$ cat config.mk
export PLATFORM = sky130hd
export DESIGN_NAME = serial_adder
export DESIGN_NICKNAME = d
export VERILOG_FILES = /design/src/rtl/serial_adder.sv
export SDC_FILE = /design/constraint.sdc
export NUM_CORES = 1
export LEC_CHECK = 0
export CORE_AREA = 5 5 65 67
export CTS_BUF_LIST = sky130_fd_sc_hd__clkbuf_16
export DETAILED_ROUTE_END_ITERATION = 16
export DIE_AREA = 0 0 70 72
export GPL_TIMING_DRIVEN = 0
export PLACE_DENSITY = 0.73
export REMOVE_ABC_BUFFERS = 1
export SKIP_LAST_GASP = 1
export SYNTH_ARGS = -nofsm -noshare
export SYNTH_HDL_FRONTEND = slang
export SYNTH_SLANG_ARGS = --single-unit
$ cat constraint.sdc
create_clock -name clk -period 1.4 [get_ports clk]
set_clock_uncertainty 0.15 [all_clocks]
set_input_delay 0.35 -clock clk [delete_from_list [all_inputs] [get_ports clk]]
set_output_delay 0.35 -clock clk [all_outputs]
set_load 0.02 [all_outputs]
$ cat src/rtl/serial_adder.sv
// Bit-serial adder: one full-adder slice plus a carry flop,
// sequenced LSB first over WIDTH clock cycles.
module serial_adder #(
    parameter int WIDTH = 8
) (
    input  logic             clk,
    input  logic             rst,
    input  logic             start,
    input  logic [WIDTH-1:0] a,
    input  logic [WIDTH-1:0] b,
    input  logic             cin,
    output logic             busy,
    output logic             done,
    output logic [WIDTH-1:0] sum,
    output logic             cout
);

    localparam int CW = $clog2(WIDTH) + 1;

    typedef enum logic [1:0] {
        IDLE,
        RUN,
        DONE
    } state_t;

    state_t           state;
    state_t           state_nxt;
    logic [WIDTH-1:0] a_sh;
    logic [WIDTH-1:0] b_sh;
    logic [WIDTH-1:0] psum;
    logic [WIDTH-1:0] psum_nxt;
    logic [CW-1:0]    count;
    logic             carry;
    logic             carry_nxt;
    logic             bit_s;
    logic             last;
    logic             load;

    // Full-adder slice on the current LSBs and next partial-sum value
    always_comb begin
        bit_s     = a_sh[0] ^ b_sh[0] ^ carry;
        carry_nxt = (a_sh[0] & b_sh[0]) | (carry & (a_sh[0] ^ b_sh[0]));
        psum_nxt  = psum >> 1;
        psum_nxt[WIDTH-1] = bit_s;
        last      = (count == CW'(WIDTH - 1));
        load      = start && ((state == IDLE) || (state == DONE));
    end

    // State register
    always_ff @(posedge clk) begin
        if (rst) begin
            state <= IDLE;
        end else begin
            state <= state_nxt;
        end
    end

    // Next-state and status decode; status depends only on state
    always_comb begin
        state_nxt = state;
        busy      = 1'b0;
        done      = 1'b0;
        unique case (state)
            IDLE: begin
                if (start) begin
                    state_nxt = RUN;
                end
            end
            RUN: begin
                busy = 1'b1;
                if (last) begin
                    state_nxt = DONE;
                end
            end
            DONE: begin
                done      = 1'b1;
                state_nxt = start ? RUN : IDLE;
            end
            default: begin
                state_nxt = IDLE;
            end
        endcase
    end

    // Operand shifters, carry flop, bit counter and result registers
    always_ff @(posedge clk) begin
        if (rst) begin
            a_sh  <= '0;
            b_sh  <= '0;
            psum  <= '0;
            carry <= 1'b0;
            count <= '0;
            sum   <= '0;
            cout  <= 1'b0;
        end else if (load) begin
            a_sh  <= a;
            b_sh  <= b;
            carry <= cin;
            psum  <= '0;
            count <= '0;
        end else if (state == RUN) begin
            a_sh  <= a_sh >> 1;
            b_sh  <= b_sh >> 1;
            carry <= carry_nxt;
            psum  <= psum_nxt;
            count <= count + CW'(1);
            if (last) begin
                sum  <= psum_nxt;
                cout <= carry_nxt;
            end
        end
    end

endmodule
# After elaboration in Yosys (flattened, before gate mapping)
# Cells that the tools add are included.
# Widths: inputs -> output; s select.
dict set report word_totals {
  register_bits 40
  in_bits 20
  wordCells 39
}
dict set report classes {
  n_addsub 1
  n_eq_ne 5
  mux 12
  bitwise_logic 6
  reduce_logical 7
}
# cell n
set op_table {}
lappend op_table {{$mux 8} 4}
lappend op_table {{$pmux 2 s3} 1}
lappend op_table {{$mux 1} 5}
lappend op_table {{$add 4x1->4 const B} 1}
lappend op_table {{$eq 4x3->1 const B} 1}
lappend op_table {{$mux 2} 2}
lappend op_table {{$ne 2x2->1 const B} 2}
lappend op_table {{$reduce_and 3->1} 1}
lappend op_table {{$and 1x1->1} 2}
lappend op_table {{$eq 2x1->1 const B} 1}
lappend op_table {{$eq 2x2->1 const B} 1}
lappend op_table {{$logic_not 2->1} 1}
lappend op_table {{$reduce_and 2->1} 1}
lappend op_table {{$reduce_bool 2->1} 1}
lappend op_table {{$reduce_or 2->1} 1}
lappend op_table {{$xor 1x1->1} 2}
lappend op_table {{$logic_and 1x1->1} 1}
lappend op_table {{$logic_or 1x1->1} 1}
lappend op_table {{$not 1->1} 1}
lappend op_table {{$or 1x1->1} 1}

# Depth between registers and ports, before layout
dict set report depth {
  word_depth 5
  depth_mapped 6
}

# Worst setup path after synthesis
# Ideal clock, no wire load.
dict set report synth_timing {
  path_kind {reg-to-reg}
  from {reg count[0]}
  to {reg cout}
  setup_ps 72
  arrival_ps 1115
  required_time_ps 1178
  slack_ps 63
  path_stages_with_launch 5
  n_path_buf 0
  synth_period_minus_slack_ps 1337
  path_cell_list {dfxtp_1 -> ha_1 -> nand3b_1 -> nor2_4 -> mux2i_1}
}
dict set report synth_via {
  elab_chain_cells 2
}
# item line_no
set synth_lines {}
lappend synth_lines {{start: declaration} 32} ;# logic [CW-1:0] count;
lappend synth_lines {{start signal: assignment} 106} ;# count <= count + CW'(1);
lappend synth_lines {{$eq 4x3->1} 45} ;# last = (count == CW'(WIDTH - 1));
lappend synth_lines {{$reduce_and 3->1 (no line)} n/a}
lappend synth_lines {{end signal: assignment} 109} ;# cout <= carry_nxt;
lappend synth_lines {{end: declaration} 15} ;# output logic cout
# Every way passes these cells.
# A chain may end at the register's enable or synchronous reset.

# Final worst setup path
dict set report layout_timing {
  from {reg state[1]}
  to {out busy}
}
dict set report layout_via {
  elab_chain_cells 2
}
# item line_no
set layout_lines {}
lappend layout_lines {{start: declaration} 26} ;# state_t state;
lappend layout_lines {{start signal: assignment} 54} ;# state <= state_nxt;
lappend layout_lines {{$eq 2x1->1} 63} ;# unique case (state)
lappend layout_lines {{$mux 1} 63}
lappend layout_lines {{end: declaration} 12} ;# output logic busy,
# Every way passes these cells.

==> reports/results.txt <==
Worst-Margin Slew = 0.347 ns
Skew-Pair Late Insertion Delay = 0.28 ns
Layout area overhead = 39.1%
largest net degree at the start of global routing = 23
RSZ-0062 raised after global routing = true
initial cell density of the core = 43.5%
Mapped Area = 1560 um2
GP Congestion = 0.745
GRT Util Overall = 15.0%
worst min path class = in2reg
crit path launch = state[1]
number of buffers created by CTS = 5
number of library cell types mapped by synthesis = 27
num ports = 31
Tcrit/Tclk final = 104%
vias per inst = 5.23
First-pass DRT Iterations = 4
Slew headroom = 76.9%
crit path DAT = 0.95 ns
final setup fails = 3
Num Clock Sinks = 39
Async SR Flop Fraction = 0%
core area = 3580 um2
initial antenna violation count = 0
Setup crit start kind = flip-flop
Buf/Inv on CP = 2
dpl ws = -1.29 ns
Mapped Avg Cell Area = 8.65 um2
remaining antenna violation count after routing = 0
max frequency = 688 MHz
width of the die = 70 um
Placed Instances = 246
DR iter-0 viols = 72
CTS clk-pin slew, worst paths = 0.05 ns
cells after synthesis = 180
maximum vdd drop = 0.000714 V
cell family with most CP delay = flip-flops
Final Hold Viols = 0
Net count, final = 239
post-DP HPWL = 1950 um
H-tree depth = 2
failing checks = negative setup slack
Max-Cap Viols = 0
first-pass GRT wire length = 5840 um
Top FF cell, synth = dfxtp_1
Port Buffer Count = 30
Post-Layout Cell Count = 264
number of diodes = 0
Post-synth EDFFs = 0
Crit Path Category = reg2out
routed len/inst = 13.4 um
Fill cells = 309
Power Dens Cells = 1170 nW/um2
Hold-fix buffers, CTS = 0
Row Count = 22
#FFs+latches synth = 39
layout cells sized above 1 = 19.4%
static leakage power = 0.000752 uW
sequential element share of the synthesized area = 50.2%
Hold Startpoint = rst
root buffer cell = clkbuf_16
DRT Wirelength = 3530 um
reg-to-reg critical path startpoint = state[1]
# DRC = 0
fin crit period = 1.45 ns
vias in the first global route = 1276
status = complete, but fails checks
Worst path max stage delay = 0.32 ns
Clock Tree Buf Depth = 2
Die Outline Area = 5040 um2
Req. time, crit path = 0.90 ns
CP cell instances = nand2b_4 -> inv_12 -> buf_8
Final Max Tran Viols = 0
CP Max Fanout = 3
slowest CP cell = dfxtp_2
grt total ovfl = 0
Crit. End Element = primary output
die height = 72 um
Post-Route Setup TNS = -0.0807 ns
Setup WS post-layout = -0.0530 ns
CTS tree = built
routed vias = 1381
yosys warns = 0
[cells in the mapped netlist (2+ instances only)]
| master | number | share of area (%) |
|---|---|---|
| nor2_1 | 3 | 0.72 |
| mux2i_1 | 11 | 7.1 |
| nor3_1 | 17 | 5.5 |
| dfxtp_1 | 39 | 50 |
| buf_2 | 6 | 1.9 |
| a22oi_1 | 2 | 0.96 |
| nand2b_1 | 2 | 0.80 |
| a31oi_1 | 6 | 2.4 |
| nand2_1 | 47 | 11 |
| buf_4 | 2 | 0.96 |
| o21ai_0 | 7 | 2.3 |
| clkbuf_1 | 3 | 0.72 |
| nand3b_1 | 2 | 0.96 |
| o22ai_1 | 7 | 2.8 |
| a21oi_1 | 12 | 3.9 |
| nand3_1 | 3 | 0.96 |
[path summary, 6_finish.rpt]
path / cells after the start / endpoint / slack (ns)
worst min-delay path: 2 / state[0] / 0.30
worst min register to register: 2 / sum[5] / 0.30
worst max register to register: 4 / count[3] / 0.01
worst max-delay path: 3 / busy / -0.05
[cell usage in the layout, fill, tap and decap left out, drive strengths merged]
master and count:
a21oi 12, a22oi 2, a31oi 6, and2b 1
buf 14, clkbuf 5, clkdlybuf4s15 7, clkdlybuf4s50 18
clkinvlp 2, dfxtp 39, fa 1, ha 1
inv 3, mux2i 11, nand2 47, nand2b 3
nand3 3, nand3b 2, nor2 4, nor2b 1
nor3 17, o21ai 7, o22ai 7, or3 1
xnor2 1, xor2 1
[power by group]
| part | internal (uW) | total [uW] | switching (uW) |
|---|---|---|---|
| combinational | 145 | 309 | 164 |
| sequential | 1160 | 1200 | 35.7 |
| clock | 632 | 1030 | 393 |
[worst register-to-register path, cell delays in order, from the launching register on]
cell and delay, ns:
dfxtp_2 0.32, nand2b_4 0.18, buf_6 0.18, or3_1 0.34, a21oi_1 0.15
[metal layers]
metal,vias to the layer above,global-route usage (%),wire length (um)
met5,-,0,0
met4,0,8.72,61
met3,7,4.57,254
met2,38,23.9,1620
met1,645,17.9,1600
li1,691,-,-
[final cells by class]
cell class	instances	area [um2]	area share [%]
timing repair buffer	39	400	18.5
multi-input combinational	128	747	34.5
inverter	2	23.8	1.10
sequential	39	788	36.4
clock inverter	1	3.75	0.173
timing repair inverter	2	16.3	0.751
clock buffer	5	125	5.78
tap	48	60.1	2.77
[what timing repair did]
action                                  CTS  global route
gates resized for setup                  57            15
endpoints found under the setup margin   50            31
cloned                                    3             0
setup buffers                             7             2
pin swaps                                 1             1
[sequential cells by signal, indices dropped and copies added (netlist names)]
| register | cells |
|---|---|
| b_sh | 8 |
| sum | 8 |
| cout | 1 |
| count | 4 |
| a_sh | 8 |
| state | 2 |
| carry | 1 |
| psum | 7 |
[stage by stage]
step / cell area [um2] / hold slack (ns) / total power (uW) / util (%)
after floorplan: 1490 / 0.269 / 1360 / -
after global placement: 1850 / 0.292 / 1460 / 51.7
after detailed placement: 1850 / 0.298 / 1470 / 51.7
after CTS: 2130 / 0.305 / 2530 / 59.6
after global routing: 2160 / 0.307 / 2640 / 60.5
final: 2160 / 0.299 / 2530 / 60.5
[kinds of logic after synthesis]
kind of cell	Yosys count	synth area share [%]
simple gates	78	22.3
flops	39	50.2
compound gates	34	12.3
buf+inv	14	4.98
mux	11	7.07
xor+xnor	2	1.13
fa+ha+maj	2	2.09
No activity file was read; power rests on OpenSTA's default activity.
